File: config.mk
export PLATFORM = sky130hd
export DESIGN_NAME = fir_host_seq_flat
export DESIGN_NICKNAME = d
export VERILOG_FILES = /design/src/rtl/fir_host_pkg.sv /design/src/rtl/fir_host_seq_if.sv /design/src/rtl/fir_out_reg.sv /design/src/rtl/fir_host_seq.sv /design/src/flat_wrapper.sv
export SDC_FILE = /design/constraint.sdc
export NUM_CORES = 1
export LEC_CHECK = 0
export ABC_AREA = 1
export CAP_MARGIN = 20
export CORE_AREA = 5 5 86 88
export CTS_CLUSTER_SIZE = 30
export DETAILED_ROUTE_END_ITERATION = 10
export DIE_AREA = 0 0 91 93
export HOLD_SLACK_MARGIN = 0.06
export PLACE_DENSITY = 0.79
export SLEW_MARGIN = 0
export SYNTH_ARGS = -nofsm -noshare
export SYNTH_HDL_FRONTEND = slang
export SYNTH_SLANG_ARGS = --single-unit
File: constraint.sdc
create_clock -name clk -period 1.73 [get_ports clk]
set_clock_uncertainty 0.05 [all_clocks]
set_input_delay 0.346 -clock clk [delete_from_list [all_inputs] [get_ports clk]]
set_output_delay 0.346 -clock clk [all_outputs]
set_load 0.05 [all_outputs]
File: src/rtl/fir_host_pkg.sv
// fir_host_pkg: command opcodes, sequencer states and memory-select codes shared by the FIR host sequencer.
package fir_host_pkg;
    typedef enum logic [1:0] {
        LOAD_WSP    = 2'd0,
        LOAD_PROBKI = 2'd1,
        RUN         = 2'd2,
        READ        = 2'd3
    } cmd_op_t;

    typedef enum logic [2:0] {
        IDLE     = 3'd0,
        LOAD     = 3'd1,
        START_P  = 3'd2,
        WAIT     = 3'd3,
        RD_ISSUE = 3'd4,
        RD_CAP   = 3'd5,
        OUT      = 3'd6
    } state_t;

    localparam logic MEM_SEL_WSP    = 1'b0;
    localparam logic MEM_SEL_PROBKI = 1'b1;
endpackage

File: src/rtl/fir_host_seq_if.sv
// fir_host_seq_if: host command/load streams, FIR memory and handshake signals, result stream.
interface fir_host_seq_if
    import fir_host_pkg::*;
#(
    parameter int DATA_W = 16,
    parameter int OUT_W  = 32,
    parameter int ADDR_W = 6
);
    logic              cmd_valid, cmd_ready;
    cmd_op_t           cmd_op;
    logic [ADDR_W-1:0] cmd_len;
    logic              s_valid, s_ready;
    logic [DATA_W-1:0] s_data;
    logic              mem_wr_en, mem_sel;
    logic [ADDR_W-1:0] mem_addr;
    logic [DATA_W-1:0] mem_wdata;
    logic              START, pracuje, DONE;
    logic              res_rd_en;
    logic [ADDR_W-1:0] res_addr;
    logic [OUT_W-1:0]  res_rdata;
    logic              m_valid, m_ready, m_last;
    logic [OUT_W-1:0]  m_data;
    logic              busy, run_done, err;

    modport master (
        input  cmd_valid, cmd_op, cmd_len, s_valid, s_data, pracuje, DONE, res_rdata, m_ready,
        output cmd_ready, s_ready, mem_wr_en, mem_sel, mem_addr, mem_wdata, START,
               res_rd_en, res_addr, m_valid, m_data, m_last, busy, run_done, err
    );

    modport slave (
        output cmd_valid, cmd_op, cmd_len, s_valid, s_data, pracuje, DONE, res_rdata, m_ready,
        input  cmd_ready, s_ready, mem_wr_en, mem_sel, mem_addr, mem_wdata, START,
               res_rd_en, res_addr, m_valid, m_data, m_last, busy, run_done, err
    );
endinterface

File: src/rtl/fir_out_reg.sv
// fir_out_reg: result holding register; data and last stay frozen from capture until the beat is accepted.
module fir_out_reg #(
    parameter int OUT_W = 32
) (
    input  logic             clk,
    input  logic             rst,
    input  logic             load_i,
    input  logic             last_i,
    input  logic [OUT_W-1:0] data_i,
    input  logic             ready_i,
    output logic             valid_o,
    output logic             last_o,
    output logic [OUT_W-1:0] data_o,
    output logic             fire_o
);
    logic             valid_q, last_q;
    logic [OUT_W-1:0] data_q;

    assign valid_o = valid_q;
    assign last_o  = last_q;
    assign data_o  = data_q;
    assign fire_o  = valid_q && ready_i;

    always_ff @(posedge clk) begin
        if (rst) begin
            valid_q <= 1'b0;
            last_q  <= 1'b0;
            data_q  <= '0;
        end else if (load_i) begin
            valid_q <= 1'b1;
            last_q  <= last_i;
            data_q  <= data_i;
        end else if (fire_o) begin
            valid_q <= 1'b0;
            last_q  <= 1'b0;
        end
    end
endmodule

File: src/rtl/fir_host_seq.sv
// fir_host_seq: host-side sequencer for the FIR core (memory loads, START/DONE run handshake, result readback).
// Defining FIR_TIMEOUT_EN adds a WAIT-state watchdog of TIMEOUT_CYC cycles.
module fir_host_seq
    import fir_host_pkg::*;
#(
    parameter int N_WSP       = 16,
    parameter int N_PROBEK    = 64,
    parameter int DATA_W      = 16,
    parameter int OUT_W       = 32,
    parameter int ADDR_W      = $clog2(N_PROBEK),
    parameter int TIMEOUT_CYC = 4096
) (
    input logic            clk,
    input logic            rst,
    fir_host_seq_if.master bus
);
    state_t            state_q, state_d;
    logic [ADDR_W-1:0] cnt_q, cnt_d, len_q, len_d;
    logic              sel_q, sel_d, err_q, err_d, done_q, done_d;
    logic              wr, rd, bad, fire;
    logic [DATA_W-1:0] wdata;

    if (N_WSP > N_PROBEK || TIMEOUT_CYC < 2) begin : g_bad_cfg
        $error("fir_host_seq: N_WSP must not exceed N_PROBEK and TIMEOUT_CYC must be at least 2");
    end

`ifdef FIR_TIMEOUT_EN
    localparam int WD_W = $clog2(TIMEOUT_CYC);
    logic [WD_W-1:0] wd_q, wd_d;
`endif

    assign wr    = state_q == LOAD && bus.s_valid && !bus.pracuje;
    assign rd    = state_q == RD_ISSUE;
    assign wdata = wr ? bus.s_data : '0;
    // RUN carries no length, so only the transfer ops are range-checked
    assign bad   = bus.cmd_op != RUN && (int'(bus.cmd_len) >= N_PROBEK ||
                   (bus.cmd_op == LOAD_WSP && int'(bus.cmd_len) >= N_WSP));

    always_comb begin
        state_d = state_q;
        cnt_d   = cnt_q;
        len_d   = len_q;
        sel_d   = sel_q;
        err_d   = 1'b0;
        done_d  = 1'b0;
`ifdef FIR_TIMEOUT_EN
        wd_d    = wd_q;
`endif
        case (state_q)
            IDLE: if (bus.cmd_valid && bad) err_d = 1'b1;
                  else if (bus.cmd_valid) begin
                      cnt_d   = '0;
                      len_d   = bus.cmd_len;
                      sel_d   = bus.cmd_op == LOAD_PROBKI ? MEM_SEL_PROBKI : MEM_SEL_WSP;
                      state_d = bus.cmd_op == RUN ? START_P : bus.cmd_op == READ ? RD_ISSUE : LOAD;
                  end
            LOAD: if (wr) begin
                      cnt_d   = cnt_q + 1'b1;
                      state_d = cnt_q == len_q ? IDLE : LOAD;
                  end
            START_P: begin
                state_d = WAIT;
`ifdef FIR_TIMEOUT_EN
                wd_d    = '0;
`endif
            end
            WAIT: if (bus.DONE) begin
                      state_d = IDLE;
                      done_d  = 1'b1;
                  end
`ifdef FIR_TIMEOUT_EN
                  else if (wd_q == WD_W'(TIMEOUT_CYC - 1)) begin
                      state_d = IDLE;
                      err_d   = 1'b1;
                  end else wd_d = wd_q + 1'b1;
`endif
            RD_ISSUE: state_d = RD_CAP;
            RD_CAP:   state_d = OUT;
            OUT: if (fire) begin
                     state_d = cnt_q == len_q ? IDLE : RD_ISSUE;
                     cnt_d   = cnt_q == len_q ? cnt_q : cnt_q + 1'b1;
                 end
            default: state_d = IDLE;
        endcase
    end

    always_ff @(posedge clk) begin
        if (rst) begin
            state_q <= IDLE;
            cnt_q   <= '0;
            len_q   <= '0;
            sel_q   <= MEM_SEL_WSP;
            err_q   <= 1'b0;
            done_q  <= 1'b0;
        end else begin
            state_q <= state_d;
            cnt_q   <= cnt_d;
            len_q   <= len_d;
            sel_q   <= sel_d;
            err_q   <= err_d;
            done_q  <= done_d;
        end
    end

`ifdef FIR_TIMEOUT_EN
    always_ff @(posedge clk) begin
        if (rst) wd_q <= '0;
        else wd_q <= wd_d;
    end
`endif

    fir_out_reg #(.OUT_W(OUT_W)) u_out (
        .clk     (clk),
        .rst     (rst),
        .load_i  (state_q == RD_CAP),
        .last_i  (cnt_q == len_q),
        .data_i  (bus.res_rdata),
        .ready_i (bus.m_ready),
        .valid_o (bus.m_valid),
        .last_o  (bus.m_last),
        .data_o  (bus.m_data),
        .fire_o  (fire)
    );

    assign bus.cmd_ready = state_q == IDLE;
    assign bus.s_ready   = state_q == LOAD && !bus.pracuje;
    assign bus.mem_wr_en = wr;
    assign bus.mem_sel   = sel_q;
    assign bus.mem_addr  = wr ? cnt_q : '0;
    assign bus.mem_wdata = wdata;
    assign bus.START     = state_q == START_P;
    assign bus.res_rd_en = rd;
    assign bus.res_addr  = rd ? cnt_q : '0;
    assign bus.busy      = state_q != IDLE;
    assign bus.run_done  = done_q;
    assign bus.err       = err_q;
endmodule

File: src/flat_wrapper.sv
// flat-port wrapper written by rule: the top's interface ports become plain ports
module fir_host_seq_flat import fir_host_pkg::*;
#(
    parameter int N_WSP       = 16,
    parameter int N_PROBEK    = 64,
    parameter int DATA_W      = 16,
    parameter int OUT_W       = 32,
    parameter int ADDR_W      = $clog2(N_PROBEK),
    parameter int TIMEOUT_CYC = 4096
)
  (clk, rst, bus_cmd_valid, bus_cmd_op, bus_cmd_len, bus_s_valid, bus_s_data, bus_pracuje, bus_DONE, bus_res_rdata, bus_m_ready, bus_cmd_ready, bus_s_ready, bus_mem_wr_en, bus_mem_sel, bus_mem_addr, bus_mem_wdata, bus_START, bus_res_rd_en, bus_res_addr, bus_m_valid, bus_m_data, bus_m_last, bus_busy, bus_run_done, bus_err);
  fir_host_seq_if #(.DATA_W(DATA_W), .OUT_W(OUT_W), .ADDR_W(ADDR_W)) bus_i ();
  input logic clk;
  input logic rst;
  input wire logic [$bits(bus_i.cmd_valid)-1:0] bus_cmd_valid;
  input wire logic [$bits(bus_i.cmd_op)-1:0] bus_cmd_op;
  input wire logic [$bits(bus_i.cmd_len)-1:0] bus_cmd_len;
  input wire logic [$bits(bus_i.s_valid)-1:0] bus_s_valid;
  input wire logic [$bits(bus_i.s_data)-1:0] bus_s_data;
  input wire logic [$bits(bus_i.pracuje)-1:0] bus_pracuje;
  input wire logic [$bits(bus_i.DONE)-1:0] bus_DONE;
  input wire logic [$bits(bus_i.res_rdata)-1:0] bus_res_rdata;
  input wire logic [$bits(bus_i.m_ready)-1:0] bus_m_ready;
  output wire logic [$bits(bus_i.cmd_ready)-1:0] bus_cmd_ready;
  output wire logic [$bits(bus_i.s_ready)-1:0] bus_s_ready;
  output wire logic [$bits(bus_i.mem_wr_en)-1:0] bus_mem_wr_en;
  output wire logic [$bits(bus_i.mem_sel)-1:0] bus_mem_sel;
  output wire logic [$bits(bus_i.mem_addr)-1:0] bus_mem_addr;
  output wire logic [$bits(bus_i.mem_wdata)-1:0] bus_mem_wdata;
  output wire logic [$bits(bus_i.START)-1:0] bus_START;
  output wire logic [$bits(bus_i.res_rd_en)-1:0] bus_res_rd_en;
  output wire logic [$bits(bus_i.res_addr)-1:0] bus_res_addr;
  output wire logic [$bits(bus_i.m_valid)-1:0] bus_m_valid;
  output wire logic [$bits(bus_i.m_data)-1:0] bus_m_data;
  output wire logic [$bits(bus_i.m_last)-1:0] bus_m_last;
  output wire logic [$bits(bus_i.busy)-1:0] bus_busy;
  output wire logic [$bits(bus_i.run_done)-1:0] bus_run_done;
  output wire logic [$bits(bus_i.err)-1:0] bus_err;
  assign bus_i.cmd_valid = bus_cmd_valid;
  assign bus_i.cmd_op = bus_cmd_op;
  assign bus_i.cmd_len = bus_cmd_len;
  assign bus_i.s_valid = bus_s_valid;
  assign bus_i.s_data = bus_s_data;
  assign bus_i.pracuje = bus_pracuje;
  assign bus_i.DONE = bus_DONE;
  assign bus_i.res_rdata = bus_res_rdata;
  assign bus_i.m_ready = bus_m_ready;
  assign bus_cmd_ready = bus_i.cmd_ready;
  assign bus_s_ready = bus_i.s_ready;
  assign bus_mem_wr_en = bus_i.mem_wr_en;
  assign bus_mem_sel = bus_i.mem_sel;
  assign bus_mem_addr = bus_i.mem_addr;
  assign bus_mem_wdata = bus_i.mem_wdata;
  assign bus_START = bus_i.START;
  assign bus_res_rd_en = bus_i.res_rd_en;
  assign bus_res_addr = bus_i.res_addr;
  assign bus_m_valid = bus_i.m_valid;
  assign bus_m_data = bus_i.m_data;
  assign bus_m_last = bus_i.m_last;
  assign bus_busy = bus_i.busy;
  assign bus_run_done = bus_i.run_done;
  assign bus_err = bus_i.err;
  fir_host_seq #(.N_WSP(N_WSP), .N_PROBEK(N_PROBEK), .DATA_W(DATA_W), .OUT_W(OUT_W), .ADDR_W(ADDR_W), .TIMEOUT_CYC(TIMEOUT_CYC)) u_core (.clk(clk), .rst(rst), .bus(bus_i));
endmodule
=== Yosys cells after proc, flatten, opt, wreduce, memory -nomap -nowiden ===
Index checks and enable logic that the tools add are counted.

* Add/subtract/negate cells: 1
* Reductions and logical operators: 18
* Equality and inequality tests: 17
* Bitwise gates (word level): 3
* Mux-type cells: 25
* Order comparisons: 1

{| class="wikitable"
|+ Operators with widths
! kind !! number
|-
| 6-bit two-way mux || 7
|-
| 3-bit two-way mux || 8
|-
| 3-bit one-hot mux with 7 select lines || 1
|-
| 6-bit one-hot mux with 3 select lines || 1
|-
| 16-bit two-way mux || 1
|-
| 2-bit != test, second input constant || 5
|-
| 3-bit == test, second input constant || 3
|-
| 1-bit logical AND || 7
|-
| 1-bit two-way mux || 7
|-
| 6-bit by 1-bit adder with 6-bit output, second input constant || 1
|-
| 3-bit by 2-bit == test with 1-bit output, second input constant || 2
|-
| 6-bit == test || 1
|-
| 6-bit by 5-bit >= comparator with 1-bit output, second input constant || 1
|-
| 6-bit AND reduction || 1
|-
| 3-bit nonzero test || 2
|-
| 5-bit AND reduction || 1
|-
| 2-bit == test, second input constant || 2
|-
| 2-bit by 1-bit != test with 1-bit output, second input constant || 2
|-
| 2-bit OR reduction || 2
|-
| 3-bit by 1-bit == test with 1-bit output, second input constant || 1
|-
| 3-bit zero test || 1
|-
| 1-bit NOT || 3
|-
| 3-bit AND reduction || 1
|-
| 2-bit by 1-bit == test with 1-bit output, second input constant || 1
|-
| other kinds (3) || 3
|}

* Flip-flop bits (word level): 52
* Output and inout bits: 71

=== Logic depth before layout (Yosys ltp) ===
Gate-level depths: netlist of the first run.

* Word-level depth: 6
* Depth in mapped cells: 11
* Depth with buffers taken out: 10

=== By module ===
Synthesis of the first run repeated with hierarchy kept, for this count alone.

* Cells, all modules: 367
* Area, all modules: 2529.9 um^2

{| class="wikitable"
|+ Modules (own cells, without submodules)
! module !! cells an instance !! times used !! sequential area each (um^2) !! area an instance (um^2)
|-
| fir_host_seq || 216 || 1 || 360.3 || 1333.8
|-
| fir_out_reg || 151 || 1 || 680.7 || 1196.1
|}

=== Least setup slack after synthesis of the first run ===
No wires, ideal clock.

* Path kind: register -> output
* From: register u_core.state_q[0]
* To: output bus_mem_addr[0]
* Path slack: -1.032 ns
* Data arrival time: 2.366 ns
* Data required time: 1.334 ns
* Stages on the path, launching flop included: 6
* Cell sequence: dfxtp_1 nand3_1 nor2_1 nand2_1 buf_2 nor2_1

* Cells in the longest elaborated chain, start to end: 4

{| class="wikitable"
|+ RTL lines
! item !! RTL line !! RTL
|-
| start, declared || fir_host_seq.sv:17 || <nowiki>state_t state_q, state_d;</nowiki>
|-
| start signal, assigned || fir_host_seq.sv:96 || <nowiki>state_q <= state_d;</nowiki>
|-
| 3-bit by 1-bit == test with 1-bit output || fir_host_seq.sv:32 || <nowiki>assign wr = state_q == LOAD && bus.s_valid && !bus.pracuje;</nowiki>
|-
| 1-bit logical AND (2 in series) || fir_host_seq.sv:32 ||
|-
| 6-bit two-way mux || fir_host_seq.sv:129 || <nowiki>assign bus.mem_addr = wr ? cnt_q : '0;</nowiki>
|-
| end, declared || flat_wrapper.sv:28 || <nowiki>output wire logic [$bits(bus_i.mem_addr)-1:0] bus_mem_addr;</nowiki>
|}

No other way between the ends.

=== Worst setup path after layout of the first run ===
* From: register u_core.state_q[1]
* To: output bus_mem_addr[2]

Same word-level chain as after synthesis.

==> flow_summary.ini, run 1 <==
[final_layout]
finish.utilization_pct = 72.2
final_nets = 590
multi_input_area_um2 = 1410
area_growth_pct = 93.5
layout_commonest_cell = nand2_1
drive_gt1_share_pct = 32.4
fillCellCount = 492
regArea_um2 = 1060
final_cell_mix = 118 x nand2_1, 64 x buf_4, 61 x clkdlybuf4s50_1
antennaDiodeCount = 0
layout.cells.non_filler = 607

[place]
place_ws_ns = -0.185
dp_hpwl_um = 6140
place.gp.congestion = 0.848
placed_cells = 586
portBuffers = 133

[setup_path]
cp_top_family = simple AND/OR/NAND/NOR gates
cp_slowest_cell = dfxtp_4
max_stage_delay_ns = 0.36
crit_path_cell_trace = inv_4, nand3_4, nor2_4, nand2_4, clkbuf_16, nor2_4, buf_12
critPathKind = register to output pin
crit_path_start_kind = register
end_kind = output pin
r2r_slack_ns = 0.01
reg2reg_to = u_core.cnt_q[0]
crit_top_cell = nor2_4
worstPathArrival_ns = 1.51
critPathBufInv = 3
critPathRequiredTime_ns = 1.33
timing.rr.start = u_core.state_q[1]
path_depth = 7
crit_fanout = 6
ff2ff_path_depth = 11

[power_and_ir_drop]
finalPower_mw = 4.84
seqPwrFrac_pct = 30.4
p_sw_share_pct = 40.0
clockPowerShare_pct = 17.2
power_frac_comb_pct = 52.4
power.density_nw_per_um2 = 1020
total_leakage_power_nw = 1.98
max-vdd-ir-drop_mv = 0.949
intPower_mw = 2.90
power_switching_mw = 1.93

[sta]
tightest_slew_ns = 0.379
setup_ws_ns = -0.179
fin_setup_tns_ns = -3.97
min_period_ns = 1.91
hold_viol = 0
finalMaxSlewViolations = 0
fmax_mhz = 524
period_share_pct = 110
setup_viol_count_final = 33
relSlewSlack_pct = 74.7
rsz0062_at_grt = true

[grt]
grt_max_degree = 35
antenna_found_initial = 0
first_global_vias = 2758
grt_overflow = 0
grt_pass1_wl_um = 12700
grt_usage_pct = 18.0

[synth]
synth-compound-area-share_pct = 13.7
synth_top_family_by_area = simple AND/OR/NAND/NOR gates
synth_area_leaders = dfxtp_1 42%, nand2_1 18%, a21oi_1 9.8%
synth_cell_types = 32
synth_seq_cells = 52
yosys_warnings = 0
synth_cells = 371
synth_top_area_share_pct = 42.5
ys_seq_area_share_pct = 42.5
synth_mux_area_share_pct = 0
synth-xor-area-share_pct = 0.358
synthAdderAreaFrac_pct = 0.511
synth_area_um2 = 2450
synth_top_area_cell = dfxtp_1
postSynthNetCount = 435
synthSimpleGateAreaFrac_pct = 32.6
synth.avg_cell_area_um2 = 6.60

[outcome]
violations = setup timing
status = complete, but fails checks

[job]
maxCapViolCount = 0

[die]
die_y_um = 93
dieArea_um2 = 8460
die_x_um = 91
ios = 134
core_um2 = 6570
start_util_pct = 37.3
num_rows = 30

[detailed_routing]
drc_errors = 0
avgViaCountPerCell = 4.70
drt_iter0_drc = 108
via_count = 2854
wire_per_inst_um = 13.0
antenna_left = 0
first_pass_iters = 4
wirelength_um = 7870

[clock_network]
cts_buffers = 5
cts.sinks = 52
h-tree-depth = 2
holdBufCountCts = 0
clk_pin_slew_worst_paths_ns = 0.09
root_buffer = clkbuf_8
clock_path_buffers = 2
cts_tree = done
clock_latency_ns = 0.30

[min_path]
hp-start = u_core.u_out.data_o[4]
min_path_type = register to register
hold_end = u_core.u_out.data_o[4]
holdPathStages = 2
power groups by stage:
| stage | registers, mW | logic [mW] | clock network, mW |
|---|---|---|---|
| after floorplan | 1.57 | 1.33 | 0 |
| after global placement | 1.49 | 2.20 | 0 |
| after detailed placement | 1.50 | 2.25 | 0 |
| after CTS | 1.46 | 2.39 | 0.860 |
| after global routing | 1.49 | 2.74 | 0.913 |
| final | 1.47 | 2.54 | 0.831 |
synthesized netlist by cell type, drive strengths merged:
cell type,count
nand2,123
dfxtp,52
a21oi,50
inv,46
nor2,46
nand3,18
buf,11
o21ai,9
clkbuf,5
a31oi,1
clkinv,1
ha,1
nand4,1
nor3b,1
nor4b,1
o211ai,1
o21a,1
o31ai,1
or2,1
xor2,1
state kept, by name, indices dropped and copies added, names as in the netlist:
name,flops
u_core.bus.err,1
u_core.bus.mem_sel,1
u_core.bus.run_done,1
u_core.cnt_q,6
u_core.len_q,6
u_core.state_q,3
u_core.u_out.data_o,32
u_core.u_out.last_o,1
u_core.u_out.valid_o,1
cell families (layout without fill, tap and decap cells):
family,count (synthesis),after routing
buf+inv,63,219
flops,52,52
xor+xnor,1,1
compound gates,63,63
simple gates,191,191
fa+ha+maj,1,1
worst max path at each step:
stage | startpoint | endpoint | slack [ns]
6_report | u_core.state_q[1] | bus_mem_addr[2] | -0.18
5_1_grt | u_core.state_q[1] | bus_mem_addr[2] | -0.24
4_1_cts | u_core.state_q[1] | bus_mem_addr[0] | -0.16
3_5_place_dp | bus_pracuje | bus_mem_wdata[15] | -0.19
3_3_place_gp | bus_pracuje | bus_mem_wr_en | -0.14
2_1_floorplan | u_core.state_q[1] | bus_mem_wdata[14] | -0.11
repair_timing:
item,in CTS,in global routing
pin swaps,4,6
buffers inserted,6,5
gates cloned,1,1
resized for setup,18,6
setup endpoints to repair,30,46
cell type report:
| type | instances | area share (%) |
|---|---|---|
| clock buffers | 8 | 2.56 |
| inverters | 47 | 3.96 |
| multi-input cells | 256 | 29.7 |
| flip-flops and latches | 52 | 22.3 |
| well taps | 80 | 2.11 |
| repair buffers | 164 | 39.4 |
routing by layer:
layer  vias to the layer above  share of wire [%]  wire length [µm]  track usage (%)
met4                         0                1.7               135             5.87
met3                        11                9.8               769             6.60
li1                       1458                  -                 -                -
met2                       120                 48              3750             30.9
met1                      1265                 41              3220             20.6
met5                         -                  0                 0                0
worst min-delay path, delay by kind of cell (launching register included):
family	cells	cell delay (ns)
AO/OA/AOI/OAI	1	0.06
AND/OR/NAND/NOR	1	0.06
flip-flops	1	0.32
stage by stage:
stage	hold WS, ns	instance area [µm²]
floorplan	0.394	2690
global placement	0.403	4410
detailed placement	0.407	4410
global route	0.444	4740
CTS	0.422	4670
finish	0.419	4740
Power figures use the tool's default switching activity.
==> run 2: changes to the inputs <==
Settings changed: CAP_MARGIN 20 to not set.
Clock period 1.73 ns to 1.9 ns, I/O delays scaled along.
==> run 2 against run 1 <==
Compared with the run above: the flow still finishes with violations (setup timing); routed wire length rose by 2.9%; global-route usage rose by 0.61 points; register-to-register slack improved by 0.27 ns; largest cell class unchanged; core utilization fell by 2.4 points; die area did not move; final cell count fell by 1.3%; setup slack improved by 0.15 ns; critical path depth did not move; combinational power fell by 15%; clock power fell by 25%; hold slack got worse by 0.0018 ns; sequential share of layout area rose by 0.64 points.
==> flow_summary.ini, run 2 (same netlist as run 1, synthesis figures left out) <==
[setup_path]
worstPathArrival_ns = 1.50
crit_path_start_kind = register
crit_fanout = 10
reg2reg_to = u_core.cnt_q[5]
ff2ff_path_depth = 9
end_kind = output pin
critPathRequiredTime_ns = 1.47
timing.rr.start = u_core.cnt_q[4]
r2r_slack_ns = 0.28
critPathKind = register to output pin

[min_path]
hold_end = u_core.u_out.data_o[2]
holdPathStages = 2
min_path_type = register to register
hp-start = u_core.u_out.data_o[2]

[detailed_routing]
first_pass_iters = 4
drc_errors = 0
antenna_left = 0
wire_per_inst_um = 13.5
avgViaCountPerCell = 4.76
wirelength_um = 8100
drt_iter0_drc = 76
via_count = 2854

[sta]
tightest_slew_ns = 0.402
period_share_pct = 102
relSlewSlack_pct = 73.2
rsz0062_at_grt = true
finalMaxSlewViolations = 0
setup_ws_ns = -0.0312
fmax_mhz = 518
min_period_ns = 1.93
setup_viol_count_final = 13
hold_viol = 0

[power_and_ir_drop]
total_leakage_power_nw = 1.92
power.density_nw_per_um2 = 899
finalPower_mw = 4.12
max-vdd-ir-drop_mv = 0.535

[die]
dieArea_um2 = 8460
die_x_um = 91
num_rows = 30
start_util_pct = 37.3
ios = 134
die_y_um = 93
core_um2 = 6570

[clock_network]
h-tree-depth = 2
cts_buffers = 5
holdBufCountCts = 0
clock_path_buffers = 2
cts_tree = done
clock_latency_ns = 0.31
clk_pin_slew_worst_paths_ns = 0.09
root_buffer = clkbuf_8
cts.sinks = 52

[place]
placed_cells = 585
portBuffers = 133
place.gp.congestion = 0.854
dp_hpwl_um = 6420

[grt]
grt_usage_pct = 18.6
antenna_found_initial = 0
first_global_vias = 2772
grt_pass1_wl_um = 13100
grt_max_degree = 29
grt_overflow = 0

[final_layout]
fillCellCount = 521
drive_gt1_share_pct = 28.9
layout.cells.non_filler = 599
antennaDiodeCount = 0
finish.utilization_pct = 69.7
area_growth_pct = 87.0
final_nets = 582
layout_commonest_cell = nand2_1
final_cell_mix = 118 x nand2_1, 61 x clkdlybuf4s50_1, 56 x buf_4
largest_register_ffs = 32

[outcome]
status = complete, but fails checks
violations = setup timing

[job]
maxCapViolCount = 0
run 2: changes by cell type in the layout (fill, tap and decap cells not counted), moves of 3 or more:
cell / delta
buf_4: -8
dfxtp_1: +3
nor2_4: -7
nor2_1: +6
run 2: area by class of cell:
type | count | area, µm² | share of cell area [%]
clock buffer | 7 | 76.3 | 1.67
clock inverter | 1 | 8.76 | 0.191
inverter | 47 | 188 | 4.10
multi-input combinational | 256 | 1360 | 29.6
sequential | 52 | 1050 | 22.9
tap | 80 | 100 | 2.19
timing repair buffer | 156 | 1800 | 39.3
run 2: per-layer routing:
metal	wire, µm	GRT usage, %	share of wire [%]
met4	97	4.28	1.2
met5	0	0	0
met3	744	5.71	9.2
met1	3390	21.8	42
met2	3870	33.1	48
run 2: what timing repair did:
item	4_1_cts	5_1_grt
gates cloned	0	1
setup endpoints to repair	29	29
hold endpoints to repair	0	0
setup buffers	3	2
gates resized for setup	9	3
pin swaps	1	2
run 2: worst max path at each step:
stage / cells past startpoint / start / slack, ns / endpoint
3_3_place_gp: 6 / bus_pracuje / -0.03 / bus_mem_wdata[15]
6_report: 7 / u_core.state_q[1] / -0.03 / bus_mem_addr[0]
2_1_floorplan: 6 / u_core.state_q[1] / 0.02 / bus_mem_wdata[14]
5_1_grt: 7 / u_core.state_q[1] / -0.11 / bus_mem_addr[0]
4_1_cts: 7 / u_core.state_q[1] / -0.05 / bus_mem_wdata[14]
3_5_place_dp: 6 / bus_pracuje / -0.07 / bus_mem_wdata[0]
run 2: stage by stage:
stage          cell area, µm²  setup TNS [ns]  setup slack [ns]  hold slack, ns
2_1_floorplan            2670               0            0.0203           0.394
3_3_place_gp             4390          -0.105           -0.0270           0.402
3_5_place_dp             4390           -1.08           -0.0702           0.405
4_1_cts                  4530          -0.379           -0.0453           0.420
5_1_grt                  4580           -2.06            -0.108           0.439
6_report                 4580          -0.170           -0.0312           0.417
run 2: power by group:
part | internal (mW) | switching (mW) | leakage (nW)
clock | 0.264 | 0.361 | 0.0424
sequential | 1.22 | 0.119 | 0.423
combinational | 0.922 | 1.24 | 1.46
total | 2.40 | 1.72 | 1.92
run 2: worst max-delay path: stages (launching register included):
cell,delay [ns]
dfxtp_4,0.38
inv_4,0.07
nand3_4,0.08
nor2_4,0.12
nand2_4,0.10
buf_12,0.17
nor2_4,0.13
buf_12,0.14
